## config.mk

```make
export PLATFORM = sky130hd
export DESIGN_NAME = ifetch
export DESIGN_NICKNAME = d
export VERILOG_FILES = /design/src/rtl/ifetch_pkg.sv /design/src/rtl/ifetch_pc_reg.sv /design/src/rtl/ifetch.sv
export SDC_FILE = /design/constraint.sdc
export NUM_CORES = 1
export LEC_CHECK = 0
export CORE_MARGIN = 3
export CORE_UTILIZATION = 40
export CTS_CLUSTER_DIAMETER = 100
export DETAILED_ROUTE_END_ITERATION = 12
export PLACE_DENSITY_LB_ADDON = 0.08
export SLEW_MARGIN = 20
export SYNTH_ARGS = -nofsm -noshare
export SYNTH_HDL_FRONTEND = slang
export SYNTH_SLANG_ARGS = --single-unit
```

## constraint.sdc

```tcl
create_clock -name clk -period 9 [get_ports clk]
set_input_delay 2.7 -clock clk [delete_from_list [all_inputs] [get_ports clk]]
set_output_delay 2.7 -clock clk [all_outputs]
set_load 0.03 [all_outputs]
```

## src/rtl/ifetch_pkg.sv

```systemverilog
// Shared definitions for the instruction fetch unit: FSM states and the opcode field.
package ifetch_pkg;

    typedef enum logic [1:0] {
        ST_FETCH = 2'd0,
        ST_HOLD  = 2'd1,
        ST_HALT  = 2'd2
    } state_t;

    localparam int         OPC_MSB         = 31;
    localparam int         OPC_LSB         = 28;
    localparam logic [3:0] HALT_OP_DEFAULT = 4'hF;

endpackage

```

## src/rtl/ifetch_pc_reg.sv

```systemverilog
// Next-fetch address register: reset to RESET_PC, redirect load, or sequential increment.
module ifetch_pc_reg #(
    parameter logic [15:0] RESET_PC = 16'h0000
) (
    input  logic        clk,
    input  logic        rst_f,
    input  logic        i_load,
    input  logic [15:0] i_load_addr,
    input  logic        i_inc,
    output logic [15:0] o_next_pc
);

    logic [15:0] r_next_pc;

    // Load wins over increment; the add wraps naturally at 16 bits.
    always_ff @(posedge clk or posedge rst_f) begin
        if (rst_f) begin
            r_next_pc <= RESET_PC;
        end else if (i_load) begin
            r_next_pc <= i_load_addr;
        end else if (i_inc) begin
            r_next_pc <= r_next_pc + 16'd1;
        end
    end

    assign o_next_pc = r_next_pc;

endmodule

```

## src/rtl/ifetch.sv

```systemverilog
// Instruction fetch unit: requests one word at a time, holds it in ir until the core takes it.
module ifetch
    import ifetch_pkg::*;
#(
    parameter logic [15:0] RESET_PC = 16'h0000,
    parameter logic [3:0]  HALT_OP  = HALT_OP_DEFAULT
) (
    input  logic        clk,
    input  logic        rst_f,
    output logic        mem_req,
    output logic [15:0] mem_addr,
    input  logic        mem_ack,
    input  logic [31:0] mem_rdata,
    output logic [31:0] ir,
    output logic        ir_valid,
    input  logic        ir_taken,
    input  logic        br_load,
    input  logic [15:0] br_addr,
    output logic [15:0] pc,
    output logic        halted,
    output logic [15:0] fetch_cnt
);

    state_t      r_state;
    state_t      w_state_nxt;
    logic        r_armed;
    logic        r_halt_pend;
    logic [31:0] r_ir;
    logic        r_ir_valid;
    logic [15:0] r_pc;
    logic        r_halted;
    logic [15:0] r_fetch_cnt;
    logic [15:0] w_next_pc;
    logic        w_accept;
    logic        w_take;

    // r_armed keeps the request low until the first edge after reset releases.
    assign w_accept = r_armed && (r_state == ST_FETCH) && mem_ack;
    assign w_take   = (r_state == ST_HOLD) && ir_taken;

    ifetch_pc_reg #(
        .RESET_PC (RESET_PC)
    ) u_pc_reg (
        .clk         (clk),
        .rst_f       (rst_f),
        .i_load      (w_take && br_load && !r_halt_pend),
        .i_load_addr (br_addr),
        .i_inc       (w_take && !br_load && !r_halt_pend),
        .o_next_pc   (w_next_pc)
    );

    always_ff @(posedge clk or posedge rst_f) begin
        if (rst_f) begin
            r_state <= ST_FETCH;
        end else begin
            r_state <= w_state_nxt;
        end
    end

    always_comb begin
        w_state_nxt = r_state;
        case (r_state)
            ST_FETCH: if (w_accept) w_state_nxt = ST_HOLD;
            ST_HOLD:  if (ir_taken) w_state_nxt = r_halt_pend ? ST_HALT : ST_FETCH;
            ST_HALT:  w_state_nxt = ST_HALT;
            default:  w_state_nxt = ST_FETCH;
        endcase
    end

    always_comb begin
        mem_req  = r_armed && (r_state == ST_FETCH);
        mem_addr = w_next_pc;
    end

    always_ff @(posedge clk or posedge rst_f) begin
        if (rst_f) begin
            r_armed     <= 1'b0;
            r_halt_pend <= 1'b0;
            r_ir        <= 32'd0;
            r_ir_valid  <= 1'b0;
            r_pc        <= RESET_PC;
            r_halted    <= 1'b0;
            r_fetch_cnt <= 16'd0;
        end else begin
            r_armed <= 1'b1;
            if (w_accept) begin
                r_ir        <= mem_rdata;
                r_pc        <= w_next_pc;
                r_ir_valid  <= 1'b1;
                r_fetch_cnt <= r_fetch_cnt + 16'd1;
                r_halt_pend <= (mem_rdata[OPC_MSB:OPC_LSB] == HALT_OP);
            end else if (w_take) begin
                r_ir_valid <= 1'b0;
                if (r_halt_pend) r_halted <= 1'b1;
            end
        end
    end

    assign ir        = r_ir;
    assign ir_valid  = r_ir_valid;
    assign pc        = r_pc;
    assign halted    = r_halted;
    assign fetch_cnt = r_fetch_cnt;

endmodule

```

**Yosys cells after proc, flatten, opt, wreduce, memory -nomap -nowiden**

Cells that the tools add are included.

- Register bits: 86
- Word-level logic and storage cells: 39

- Eq/ne operators: 5
- Add/sub/neg operators: 2
- Reduce and logical (&&, ||, !) cells: 14
- Muxes and demuxes: 8
- Bitwise operators: 1

Operators by type and width:

| kind | number |
|---|---|
| 16-bit by 1-bit adder with 16-bit output, second input constant | 2 |
| 16-bit two-way mux | 2 |
| 1-bit logical AND | 7 |
| 2-bit two-way mux | 3 |
| 2-bit case mux with 3 select lines | 1 |
| 4-bit equality test, second input constant | 1 |
| 2-bit inequality test, second input constant | 2 |
| 2-bit nonzero test | 2 |
| 3-bit AND reduction | 1 |
| 2-bit by 1-bit equality test with 1-bit output, second input constant | 1 |
| 2-bit equality test, second input constant | 1 |
| 1-bit zero test | 2 |
| 2-bit zero test | 1 |
| 1-bit two-way mux | 2 |
| 2-bit AND reduction | 1 |
| 1-bit NOT | 1 |

**Logic depth before layout (Yosys ltp)**

- Depth in word-level cells: 6
- Gate-level depth with buffers: 6

**Modules after synthesis**

Synthesis repeated with hierarchy kept, for this count alone.

- Cells, all modules: 391
- Area total of the unflattened synthesis: 3687.3 um^2

By module, submodules not included:

| module | area each (um^2) | cells each | instances | sequential area each (um^2) |
|---|---|---|---|---|
| ifetch | 2770.2 | 290 | 1 | 1751.7 |
| ifetch_pc_reg | 917.1 | 101 | 1 | 400.4 |

**Worst setup path after synthesis**

OpenSTA, ideal clock, no wires.

- Path kind: flip-flop to output port
- From: register r_state[0]
- To: output mem_req
- Cell stages (with the launch flop): 2
- Required time: 6300 ps
- Arrival: 1213 ps
- Slack: 5087 ps
- Path buffers: 0
- Cell sequence: dfrtp_1 nor3b_1

- Word-level cells in the longest chain between the ends: 2

Ends and longest elaborated chain:

| item | line | source |
|---|---|---|
| start: declaration | ifetch.sv:24 | `state_t r_state;` |
| start signal: assignment | ifetch.sv:56 | `r_state <= w_state_nxt;` |
| 2-bit zero test | ifetch.sv:71 | `mem_req = r_armed && (r_state == ST_FETCH);` |
| 1-bit logical AND | ifetch.sv:71 |  |
| end: declaration | ifetch.sv:10 | `output logic mem_req,` |

Every way passes these cells.

**Worst setup path in the final report**

Same ends and word-level chain as after synthesis.

==> flow_metrics.env <==
export IMPL_worst_setup_path_type="reg -> out"
export IMPL_max_cap_viol_count=0
export IMPL_timing_rr_end="fetch_cnt[15]"
export IMPL_min_period_ns=4.55
export IMPL_end_kind="primary output"
export IMPL_cts_made_buffers=9
export IMPL_p_per_area_mw_per_mm2=273
export IMPL_async_flop_share_pct=100
export IMPL_antenna_found_initial=0
export IMPL_period_share_pct=50.6
export IMPL_grt_usage_pct=18.2
export IMPL_drt_first_pass_iters=4
export IMPL_cts_resized=0
export IMPL_rrSetupSlack_ns=6.90
export IMPL_status="complete, no violations"
export IMPL_comb_power_share_pct=41.1
export IMPL_post_cts_buffers=0
export IMPL_p_leak_nw=2.48
export IMPL_setup_violations=0
export IMPL_fp_dieArea_mm2=0.0107
export IMPL_nNetsFinal=597
export IMPL_synth_top_cell_area_share_pct=56.5
export IMPL_slew_viol_final=0
export IMPL_r2r_start="r_state[0]"
export IMPL_swShare_pct=39.7
export IMPL_cts_tree="done"
export IMPL_hold_path_class="reg -> reg"
export IMPL_final_util_pct=60.9
export IMPL_holdPathEnd="ir[16]"
export IMPL_grt_pass1_vias=3236
export IMPL_cts_clk_slew_worst_paths_ns=0.09
export IMPL_clk_path_buf_depth=2
export IMPL_rows=34
export IMPL_p_switching_mw=0.593
export IMPL_vias_per_cell=4.95
export IMPL_min_from="ir[16]"
export IMPL_clockPowerShare_pct=19.4
export IMPL_synthDistinctLibCells=41
export IMPL_placed_area_mm2=0.00526
export IMPL_rr_worst_depth=5
export IMPL_ys_ff_latch=86
export IMPL_grt_max_degree=87
export IMPL_numPortBuffers=135
export IMPL_p_int_mw=0.898
export IMPL_start_kind="flip-flop"
export IMPL_post_drt_wl_per_cell_um=14.2
export IMPL_min_path_cells=2
export IMPL_start_util_pct=42.4
export IMPL_synth_seq_area_share_pct=56.5
export IMPL_die_y_um=104
export IMPL_place_congestion=0.819
export IMPL_worstMarginPinSlew_ns=1.02
export IMPL_vias=3326
export IMPL_totalWireLength_um=9570
export IMPL_finalHoldViolCount=0
export IMPL_irDropWorstVdd_mv=0.168
export IMPL_postSynthAreaPerCell_um2=9.19
export IMPL_grt_pass1_wl_um=16300
export IMPL_cts_sinks=86
export IMPL_synth_top_cell_by_area="dfrtp_1"
export IMPL_dieWidth_um=104
export IMPL_antenna_cells=0
export IMPL_synthTopCellsByArea="dfrtp_1 (57%), nand2_1 (16%), o21ai_0 (2.5%)"
export IMPL_pin_count=136
export IMPL_synthToLayoutAreaGrowth_pct=43.6
export IMPL_drive_above_1_share_pct=4.76
export IMPL_synth_area_mm2=0.00381
export IMPL_clk_latency_ns=0.34
export IMPL_dp_hpwl_um=6600
export IMPL_yosysWarnings=0
export IMPL_cts_hold_buf=0
export IMPL_syn_inst=414
export IMPL_synth_nets=469
export IMPL_fmax_mhz=220
export IMPL_crit_fanout=7
export IMPL_yosysMostFrequentCell="nand2_1"
export IMPL_h_tree_depth=3
export IMPL_finish_instance_area_mm2=0.00547
export IMPL_rsz0062_at_grt="no"
export IMPL_hold_slack_ns=0.476
export IMPL_drtAntennaViolNets=0
export IMPL_pwr_share_seq_pct=39.5
export IMPL_crit_arrival_ns=1.85
export IMPL_final_setup_skew_ns=0.00826
export IMPL_clock_root_buffer="clkbuf_8"
export IMPL_drc=0
export IMPL_grt_overflow_total=0
export IMPL_critPathRequiredTime_ns=6.30
export IMPL_synth_common_cells="nand2_1 (162), dfrtp_1 (86), clkbuf_1 (19), o21ai_0 (19), nor2_1 (13)"
export IMPL_maxSlewHeadroom_pct=31.9
export IMPL_drt_iter0_markers=105
export IMPL_coreArea_mm2=0.00898
export IMPL_finalSetupTns_ns=0
export IMPL_synth_edf_count=0
export IMPL_synthFlopType="dfrtp_1"
[stage by stage]
step	cells	worst slack [ns]	power, mW
floorplan	414	4.08	0.928
global placement	657	4.26	1.21
detailed placement	657	4.18	1.22
CTS	672	4.43	1.51
global route	672	4.37	1.57
finish	672	4.45	1.49
[flip-flops by register name (all words and copies together) (netlist names), 2 cells and up]
signal and cells:
r_state 2, pc 16, u_pc_reg.o_next_pc 16, fetch_cnt 16, ir 32
[logic make-up after synthesis]
| kind of cell | Yosys count | synth area share, % |
|---|---|---|
| adder cells (fa/ha/maj) | 2 | 0.657 |
| other | 1 | 0.0985 |
| buffers and inverters | 29 | 2.99 |
| AND/OR/NAND/NOR | 236 | 28.4 |
| AO/OA/AOI/OAI | 41 | 6.81 |
| XOR/XNOR | 15 | 3.45 |
| multiplexers | 4 | 1.05 |
| flip-flops | 86 | 56.5 |
[power by group through the flow]
stage / clock network [mW] / logic, mW / registers (mW)
after floorplan: 0 / 0.143 / 0.785
after global placement: 0 / 0.611 / 0.594
after detailed placement: 0 / 0.618 / 0.599
after CTS: 0.295 / 0.621 / 0.591
after global routing: 0.309 / 0.654 / 0.610
final: 0.289 / 0.613 / 0.589
[final cells by class]
type / instances / area (µm²)
tap: 126 / 158
timing repair buffer: 138 / 1380
inverter: 8 / 31.3
sequential: 86 / 2150
fill: 808 / 3510
clock inverter: 4 / 72.6
clock buffer: 11 / 131
multi-input combinational: 299 / 1540
[metal layers]
layer	vias to the layer above	GRT usage, %	part of all wire (%)
li1	1625	-	-
met1	1606	25.3	46
met2	87	29.1	48
met3	8	4.48	5.3
met4	0	3.70	0.78
met5	-	0	0
[placed cells by master, fill, tap and decap left out, drive strengths merged, types with 2 or more instances in the layout]
cell           count
and4               2
xnor2              8
dfrtp             86
bufinv             2
nor2              13
mux2i              4
nor3b              4
nor3              12
o21ai             19
nand2            162
a211oi             2
inv                7
a21oi              8
and4bb             2
nand3             11
clkbuf            11
o41ai              2
xor2               7
nand3b             4
nand4             10
nor4               6
a211o              2
buf                3
ha                 2
clkdlybuf4s50    135
nand2b             2
and3               5
clkinv             2
[worst max-delay path, cell delays in order, from the launching register on]
cell and delay [ns]:
dfrtp_1 0.45, nor3b_1 0.33, clkdlybuf4s50_1 0.74
[how the worst max path moves through the flow]
| stage | start | end | cells after the start |
|---|---|---|---|
| floorplan | rst_f | fetch_cnt[0] | 1 |
| global placement | mem_ack | fetch_cnt[15] | 6 |
| detailed placement | mem_ack | fetch_cnt[15] | 6 |
| CTS | r_state[0] | mem_req | 2 |
| global route | r_state[0] | mem_req | 2 |
| finish | r_state[0] | mem_req | 2 |
(Power assumes the default switching activity.)
